## src/rtl/mem_access_ctrl.sv

```systemverilog
// MEM-stage data-memory access controller: stalls the pipeline while a load or
// store is outstanding, reports misaligned addresses and bounds the wait for mem_ack.
module mem_access_ctrl #(
  parameter int unsigned TIMEOUT = 15
) (
  input  logic        clk,
  input  logic        rst,
  input  logic [1:0]  Min,
  input  logic [31:0] ALUin,
  input  logic [31:0] WDin,
  output logic        mem_req,
  output logic        mem_we,
  output logic [31:0] mem_addr,
  output logic [31:0] mem_wdata,
  input  logic        mem_ack,
  input  logic [31:0] mem_rdata,
  output logic        stall,
  output logic [31:0] RDout,
  output logic        misalign,
  output logic        timeout_err
);

  localparam logic [7:0] TERM_CNT = 8'(TIMEOUT - 1);

  typedef enum logic [1:0] {
    IDLE = 2'd0,
    BUSY = 2'd1,
    DONE = 2'd2
  } state_t;

  state_t      r_state;
  state_t      w_next;
  logic [7:0]  r_cnt;
  logic        r_we;
  logic [31:0] r_addr;
  logic [31:0] r_wdata;
  logic [31:0] r_rdout;
  logic        r_timeout_err;

  logic w_access;
  logic w_misaligned;
  logic w_accept;
  logic w_misalign;
  logic w_ack;
  logic w_tmo;

  assign w_access     = (Min == 2'b10) || (Min == 2'b01);
  assign w_misaligned = (ALUin[1:0] != 2'b00);

  always_ff @(posedge clk or posedge rst) begin
    if (rst) begin
      r_state <= IDLE;
    end else begin
      r_state <= w_next;
    end
  end

  // A coincident ack on the terminal count wins over the timeout.
  always_comb begin
    w_next     = r_state;
    w_accept   = 1'b0;
    w_misalign = 1'b0;
    w_ack      = 1'b0;
    w_tmo      = 1'b0;
    case (r_state)
      IDLE: begin
        if (w_access) begin
          if (w_misaligned) begin
            w_misalign = 1'b1;
          end else begin
            w_accept = 1'b1;
            w_next   = BUSY;
          end
        end
      end
      BUSY: begin
        if (mem_ack) begin
          w_ack  = 1'b1;
          w_next = DONE;
        end else if (r_cnt == TERM_CNT) begin
          w_tmo  = 1'b1;
          w_next = DONE;
        end
      end
      DONE: w_next = IDLE;
      default: w_next = IDLE;
    endcase
  end

  always_ff @(posedge clk or posedge rst) begin
    if (rst) begin
      r_cnt         <= '0;
      r_we          <= 1'b0;
      r_addr        <= '0;
      r_wdata       <= '0;
      r_rdout       <= '0;
      r_timeout_err <= 1'b0;
    end else begin
      r_timeout_err <= w_tmo;
      if (w_accept) begin
        r_addr  <= ALUin;
        r_wdata <= WDin;
        r_we    <= (Min == 2'b01);
        r_cnt   <= '0;
      end else if (r_state == BUSY) begin
        r_cnt <= r_cnt + 8'd1;
      end
      if (w_ack && !r_we) begin
        r_rdout <= mem_rdata;
      end else if (w_tmo && !r_we) begin
        r_rdout <= '0;
      end
    end
  end

  // Combinational outputs are masked by rst so reset silences them immediately.
  assign stall       = !rst && ((r_state == BUSY) || w_accept);
  assign misalign    = !rst && w_misalign;
  assign mem_req     = (r_state == BUSY);
  assign mem_we      = (r_state == BUSY) && r_we;
  assign mem_addr    = r_addr;
  assign mem_wdata   = r_wdata;
  assign RDout       = r_rdout;
  assign timeout_err = r_timeout_err;

endmodule

```

## config.mk

```make
export PLATFORM = sky130hd
export DESIGN_NAME = mem_access_ctrl
export DESIGN_NICKNAME = d
export VERILOG_FILES = /design/src/rtl/mem_access_ctrl.sv
export SDC_FILE = /design/constraint.sdc
export NUM_CORES = 1
export LEC_CHECK = 0
export ABC_AREA = 1
export CAP_MARGIN = 15
export CORE_MARGIN = 5
export CORE_UTILIZATION = 45
export DETAILED_ROUTE_END_ITERATION = 16
export PLACE_DENSITY_LB_ADDON = 0.05
export SYNTH_ARGS = -nofsm -noshare
export SYNTH_HDL_FRONTEND = slang
export SYNTH_SLANG_ARGS = --single-unit
```

## constraint.sdc

```tcl
create_clock -name clk -period 5.8 [get_ports clk]
set_clock_uncertainty 0.2 [all_clocks]
set_input_delay 1.16 -clock clk [delete_from_list [all_inputs] [get_ports clk]]
set_output_delay 1.16 -clock clk [all_outputs]
set_load 0.005 [all_outputs]
```

Yosys cells after proc, flatten, opt, wreduce, memory -nomap -nowiden. Cells that the tools add are included. W data, S select, Z words.

Reductions and logical operators: 14. $add $sub $neg: 1. Multiplexer cells: 20. Equal/unequal tests: 7.

Operators by type and width (number): $mux W32 (2); $mux W8 (2); $mux W1 (11); $add A8 B1 Y8 const B (1); $eq A8 B4 Y1 const B (1); $mux W2 (4); $reduce_bool A2 Y1 (3); $logic_and A1 B1 Y1 (5); $eq A2 B1 Y1 const B (2); $ne A2 B2 Y1 const B (2); $pmux W2 S2 (1); $ne A3 B1 Y1 const B (1); $reduce_and A3 Y1 (1); $eq A2 B2 Y1 const B (1); $logic_not A1 Y1 (2); $logic_not A2 Y1 (1); $logic_or A1 B1 Y1 (2).

Flip-flop bits (word level): 108. Word-level logic and storage cells: 49. Output and inout port bits: 101. Bits of input ports: 101.

Longest topological paths before layout. Gate-level depths: netlist of the first run.

Depth after elaboration: 7. Depth in mapped cells: 8. Gate-level depth less buffers: 7.

Least setup slack after synthesis of the first run. No wires, ideal clock.

Kind: in2out. From: in Min[1]. To: out stall. Data arrival time: 2.138 ns. Cell stages on the path: 7. Path buffers: 2. Setup slack: 2.302 ns. Required time: 4.440 ns. Cells stage by stage: inv_1 > ha_1 > nor2_1 > nand3_1 > buf_4 > buf_6 > a21oi_1.

Word-level cells in the longest chain between the ends: 6.

Ends and longest elaborated chain: start, declared (RTL line 8) `input logic [1:0] Min,`; $eq A2 B2 Y1 or $eq A2 B1 Y1 (tied branches) (RTL line 47) `assign w_access = (Min == 2'b10) || (Min == 2'b01);`; $logic_or A1 B1 Y1 * (RTL line 47); $mux W1 * (RTL line 67) `if (w_access) begin`; $mux W1 * (RTL line 65) `case (r_state)`; $logic_or A1 B1 Y1 * (RTL line 117) `assign stall = !rst && ((r_state == BUSY) || w_accept);`; $logic_and A1 B1 Y1 * (RTL line 117); end, declared (RTL line 17) `output logic stall,`.

Mark *: on every way between the ends. The rest lies on a longest branch, timed or not.

Final worst setup path of the first run.
From: in Min[1]. To: out misalign.

Word-level cells in the longest chain between the ends: 5.

Ends and longest elaborated chain: $eq A2 B2 Y1 or $eq A2 B1 Y1 (tied branches) (RTL line 47); $logic_or A1 B1 Y1 * (RTL line 47); $mux W1 * (RTL line 67); $mux W1 * (RTL line 65); $logic_and A1 B1 Y1 * (RTL line 118) `assign misalign = !rst && w_misalign;`; end, declared (RTL line 19) `output logic misalign,`.

Marked as above.

==> results of run 1 <==
## per-stage QoR
| stage | instance area (um^2) | util, % | setup WS, ps | total power [W] |
|---|---|---|---|---|
| 3_3_place_gp | 6440 | 66.5 | 1530 | 0.00209 |
| 3_5_place_dp | 6440 | 66.5 | 1510 | 0.00212 |
| 6_report | 6640 | 68.6 | 1520 | 0.00256 |
| 5_1_grt | 6640 | 68.6 | 1420 | 0.00274 |
| 2_1_floorplan | 4420 | - | 1590 | 0.00147 |
| 4_1_cts | 6640 | 68.6 | 1500 | 0.00259 |
## critical path, cell delays in order
cell,delay [ps]
clkdlybuf4s50_1,460
inv_1,40
ha_1,290
nor2_1,190
nand2_1,70
nor3_1,160
clkdlybuf4s50_1,550
## flip-flops by register name, summed over array words and instances, names as in the netlist
| signal | count |
|---|---|
| timeout_err | 1 |
| r_cnt | 8 |
| RDout | 32 |
| mem_addr | 32 |
| r_state | 2 |
| mem_wdata | 32 |
| r_we | 1 |
## routing by layer
| metal | track usage [%] | up-vias |
|---|---|---|
| li1 | - | 1886 |
| met1 | 26.5 | 1790 |
| met2 | 32.5 | 137 |
| met3 | 7.34 | 27 |
| met4 | 9.29 | 0 |
| met5 | 0 | - |
## layout make-up
class	count	share of cell area [%]
clock buffers	10	2.07
clock inverters	6	0.961
inverters	16	0.961
multi-input cells	342	22.3
flip-flops and latches	108	40.7
well taps	133	2.51
repair buffers	203	30.5
## worst max path at each step
stage | cells past startpoint | slack (ps) | start | end
2_1_floorplan | 1 | 1590 | rst | RDout[0]$_DFFE_PP0P_
5_1_grt | 7 | 1420 | Min[1] | misalign
3_3_place_gp | 7 | 1530 | Min[1] | stall
3_5_place_dp | 7 | 1510 | Min[1] | misalign
6_report | 7 | 1520 | Min[1] | misalign
4_1_cts | 7 | 1500 | Min[1] | misalign
## where the power goes
part	switching, W	total [W]	internal [W]
clock	0.000252	0.000463	0.000211
sequential	0.000152	0.00116	0.00101
combinational	0.000344	0.000935	0.000590
total	0.000748	0.00256	0.00181
## kinds of logic after synthesis
logic type	after synthesis	share of synthesized area, %
DFF	108	61.1
and+or+nand+nor	327	31.1
AOI/OAI and AO/OA	12	1.39
buffers and inverters	40	5.55
adders and majority gates	3	0.849
## synth_stat cells, drive strengths merged
| cell | instances | area (um^2) |
|---|---|---|
| ha | 3 | 37.5 |
| nor2 | 15 | 68.8 |
| nand3 | 43 | 283 |
| buf | 24 | 184 |
| nand4 | 1 | 6.26 |
| inv | 15 | 56.3 |
| o21ai | 6 | 30.0 |
| nand2 | 266 | 1010 |
| dfrtp | 108 | 2700 |
| clkinv | 1 | 5.00 |
| a21oi | 5 | 25.0 |
| nor3 | 2 | 10.0 |
| a31oi | 1 | 6.26 |
==> key figures, run 1 <==
Yosys
  – Warnings from Yosys: 0
  – Syn_area_per_cell: about 9.0 um^2
  – Cell Area, Synth: around 4400 um^2
  – Sequential fraction of the synthesis area: between 60% and 70%
  – Net Count, Synth: between 500 and 600
  – Cells after Synth: just under 500
  – Synth cell types: 21
  – FF+latch count, synth: approximately 110

Routing
  – DR vias: roughly 3,800
  – Initial drt markers: 225
  – Final WL: 12.1 mm
  – Met1 wire length: 4.96 mm
  – DR WL met2: around 5.6 mm
  – Top Metal Used: met4
  – Routed vias/inst: between 4 and 5
  – Detailed Routing Iterations Pass 1: 4
  – DR WL/cell: about 15 um
  – ANT nets after route: 0
  – WL met3: 1.15 mm
  – # DRC: 0

Clock network
  – Post-CTS Resized: 0
  – CTS Buffer Depth: 2
  – Clock Sinks: 108
  – Skew-Pair Late Insertion Delay: about 360 ps
  – Hold-fix buffers at CTS: 0
  – Clk root buf: clkbuf_8
  – Worst-path clk slew: roughly 100 ps
  – H-tree depth: 3
  – CTS buffer count: 9
  – CTS tree: done
  – Postcts setup bufs: 0

Worst setup path
  – Critical path arrival: 2920 ps
  – Crit path max fanout: 2
  – WS Path Type: in -> out
  – R2r setup slk: between 3000 and 4000 ps
  – Req. time, crit path: between 4000 and 5000 ps
  – Reg2reg path depth: 5
  – R2r endpoint: r_we$_DFFE_PP0P_
  – Worst r2r src: r_state[0]$_DFFE_PP0P_
  – Worst setup SP type: primary input
  – Endpoint class of the critical path: output pin

Timing
  – Fmax: 0.234 GHz
  – Max-slew headroom: between 30% and 40%
  – Final setup fails: 0
  – Period minus WS final: 4280 ps
  – Final-report hold violation count: 0
  – Final period utilization: about three quarters
  – Setup tns final: 0 ps
  – Max Slew Vio Count: 0
  – Worst Tran Pin Value: about 1000 ps
  – RSZ-0062 raised after global routing: false
  – Worst hold slack: between 200 and 300 ps

Floorplan
  – IO Pins: between 200 and 250
  – Die X: 109 um
  – Std-Cell Rows: 36
  – Die area: about 12,000 um^2
  – Core box area: a little under 10,000 um^2
  – Initial Util: 45.6%
  – DIE HEIGHT: ~110 um

Cells and area
  – ANT cells: 0
  – Area growth syn-to-layout: 50.2%
  – Fin cells: slightly above 800
  – Multi-input gate area: approximately 1500 um^2
  – Layout cells sized above 1: about 5.7%
  – Total area of sequential cells: between 2000 and 3000 um^2
  – Filler instances: 800
  – Layout net count: between 700 and 800
  – Most frequent cells in the layout: 265 x nand2_1, 201 x clkdlybuf4s50_1, 108 x dfrtp_1, 30 x nand3_1
  – Commonest non-fill, non-tap cell in the layout: nand2_1

Hold path
  – Hold Crit Depth: 2
  – Hold path startpoint: mem_addr[1]$_DFFE_PP0P_
  – Worst Hold Endpoint: mem_addr[1]$_DFFE_PP0P_
  – Hold crit path type: reg -> reg

GRT
  – Antenna violations before repair: 0
  – Number of global-route vias before repair: a little under 4,000
  – Largest net degree at the start of global routing: between 70 and 80
  – Global-route wire length before repair: roughly 19 mm
  – Overall Global Routing Usage: 21.0%
  – Overflow after GRT: 0

Placement
  – Detailed placer's ending HPWL: roughly 8.6 mm
  – Placer Congestion: between 0.7 and 0.8
  – Placed cells: 802
  – # port buffers: between 200 and 250

Power and ir drop
  – Worst vdd ir: between 200 and 250 uV
  – Leak: 3.25 nW
  – Power per Cell Area: around 390 nW/um^2

Flow run
  – Max-cap violations: 0

Outcome
  – Outcome: finished, final reports clean
No activity file was read; power rests on OpenSTA's default activity.
==> run 2, diff against run 1 <==
--- a/config.mk
+++ b/config.mk
@@ -8,7 +8,7 @@
 export ABC_AREA = 1
 export CAP_MARGIN = 15
 export CORE_MARGIN = 5
-export CORE_UTILIZATION = 45
+export CORE_UTILIZATION = 37
 export DETAILED_ROUTE_END_ITERATION = 16
 export PLACE_DENSITY_LB_ADDON = 0.05
 export SYNTH_ARGS = -nofsm -noshare
==> constraint.sdc (replaced) <==
create_clock -name clk -period 3.85 [get_ports clk]
set_clock_uncertainty 0.2 [all_clocks]
set_input_delay 0.77 -clock clk [delete_from_list [all_inputs] [get_ports clk]]
set_output_delay 0.77 -clock clk [all_outputs]
set_load 0.005 [all_outputs]
==> run 2 against run 1 <==
  * Count of clock-buffer cells in the layout rose by 2
  * Clock power rose by 97%
  * Sequential cell count did not move
  * Non-clock buffer count rose by 2
  * Global-route usage fell by 3.5 points
  * Critical endpoint is now stall
==> key figures, run 2 (synthesized netlist as in run 1, its figures left out) <==
Outcome
  – Outcome: finished, final reports clean

GRT
  – Overflow after GRT: 0
  – Overall Global Routing Usage: about 17%
  – Largest net degree at the start of global routing: 74
  – Number of global-route vias before repair: just under 4,000
  – Antenna violations before repair: 0
  – Global-route wire length before repair: approximately 20 mm

Worst setup path
  – Worst path bufs/invs: 3
  – Crit-path leading delay family: buffers and inverters
  – WS Path Type: in -> out
  – Req. time, crit path: 2880 ps
  – Largest stage delay, worst path: 520 ps
  – CP Depth: 7
  – Slowest cell on crit path: clkdlybuf4s50_1
  – CP startpoint: Min[1]
  – Reg2reg path depth: 7
  – Worst r2r src: r_cnt[0]$_DFFE_PP0P_
  – Critical path arrival: approximately 2500 ps
  – Worst setup SP type: primary input
  – Crit path max fanout: 3
  – Most frequent CP cell: clkdlybuf4s50_1
  – Endpoint class of the critical path: output pin
  – CP Cell Sequence: clkdlybuf4s50_1 > inv_1 > ha_1 > nor2_1 > nand3_2 > a21oi_1 > clkdlybuf4s50_1

Placement
  – # port buffers: between 200 and 250
  – Detailed placer's ending HPWL: 8.73 mm
  – Placer Congestion: about 0.76

Cells and area
  – Layout cells sized above 1: ~5.5%
  – Area growth syn-to-layout: 53.5%
  – Commonest non-fill, non-tap cell in the layout: nand2_1
  – Most frequent cells in the layout: 265 x nand2_1, 201 x clkdlybuf4s50_1, 108 x dfrtp_1, 30 x nand3_1
  – Filler instances: roughly 1,100
  – Layout net count: 786
  – ANT cells: 0

Flow run
  – Max-cap violations: 0

Timing
  – Worst Tran Pin Value: slightly below 800 ps
  – Period minus WS final: between 3000 and 4000 ps
  – Fmax: roughly 0.29 GHz
  – Setup tns final: 0 ps
  – RSZ-0062 raised after global routing: false
  – Max-slew headroom: between 40% and 50%
  – Final setup fails: 0
  – Max Slew Vio Count: 0
  – Final period utilization: 89.7%
  – Final-report hold violation count: 0

Power and ir drop
  – Leak: about 3.3 nW
  – Power per Cell Area: 600 nW/um^2
  – Pwr Total: roughly 0.0041 W
  – Worst vdd ir: approximately 280 uV

Floorplan
  – DIE HEIGHT: roughly 120 um
  – Core box area: ~12,000 um^2
  – Die area: 14,200 um^2
  – Std-Cell Rows: 40
  – IO Pins: between 200 and 250
  – Initial Util: 37.3%
  – Die X: ~120 um

Clock network
  – CTS Buffer Depth: 2
  – Clock Sinks: approximately 110
  – CTS buffer count: 9
  – H-tree depth: 3
  – Hold-fix buffers at CTS: 0
  – Skew-Pair Late Insertion Delay: between 300 and 400 ps
  – Postcts setup bufs: 0
  – CTS tree: done
  – Post-CTS Resized: 0
  – Clk root buf: clkbuf_16
  – Worst-path clk slew: around 70 ps

Routing
  – ANT nets after route: 0
  – Final WL: between 10 and 15 mm
  – # DRC: 0
  – DR vias: ~3,800
  – DR WL/cell: between 10 and 15 um
  – Initial drt markers: 110
  – Detailed Routing Iterations Pass 1: 4
  – Routed vias/inst: 4.51

Hold path
  – Hold Crit Depth: 2
  – Hold path startpoint: mem_addr[23]$_DFFE_PP0P_
  – Hold crit path type: reg -> reg
[run 2: cell count changes in the layout (fill, tap and decap cells not counted), sizes merged]
cell,delta
clkinvlp,-2
buf,+2
clkbuf,+2
clkinv,-2
[run 2: layout make-up]
class                   count  area [um^2]  area share (%)
clock buffers              12          256            3.78
clock inverters             2         35.0           0.516
inverters                  16         63.8           0.940
multi-input cells         342         1480            21.8
flip-flops and latches    108         2700            39.8
well taps                 147          184            2.71
repair buffers            205         2070            30.5
[run 2: power breakdown]
part           total (W)  switching [W]  leakage, nW  internal [W]
Sequential       0.00175       0.000232         1.37       0.00152
Clock           0.000911       0.000379        0.145      0.000532
Combinational    0.00141       0.000517         1.80      0.000892
[run 2: metrics by stage]
stage               std cells  util, %  setup slack (ps)  instance area [um^2]  hold slack (ps)
finish                    832     57.2               397                  6790              279
global route              832     57.2               312                  6790              300
CTS                       832     57.2               388                  6790              284
detailed placement        818     54.8               394                  6490              264
global placement          818     54.8               430                  6490              257
floorplan                 490        -              34.4                  4420              259
[run 2: metal layers]
layer	wire (um)	global-route usage (%)	vias up	share of wire, %
met5	0	0	-	0
met4	255	6.59	0	2.1
met3	1130	6.60	17	9.4
met2	5460	25.9	135	45
met1	5220	23.1	1700	43
li1	-	-	1901	-
[run 2: worst register-to-register path, cell delays in order (launching register included)]
cell and delay [ps]:
dfrtp_1 420, inv_1 70, ha_1 140, nand3_1 70, nor2_2 140, nand3_2 610, nand3_1 290, nand2_1 90
[run 2: final timing paths]
check	to	slack (ps)
max reg2reg	RDout[25]$_DFFE_PP0P_	1700
min	mem_addr[23]$_DFFE_PP0P_	280
min reg2reg	mem_addr[23]$_DFFE_PP0P_	280
min in group asynchronous	r_cnt[0]$_DFFE_PP0P_	750
max	stall	400
max in group asynchronous	RDout[27]$_DFFE_PP0P_	1920
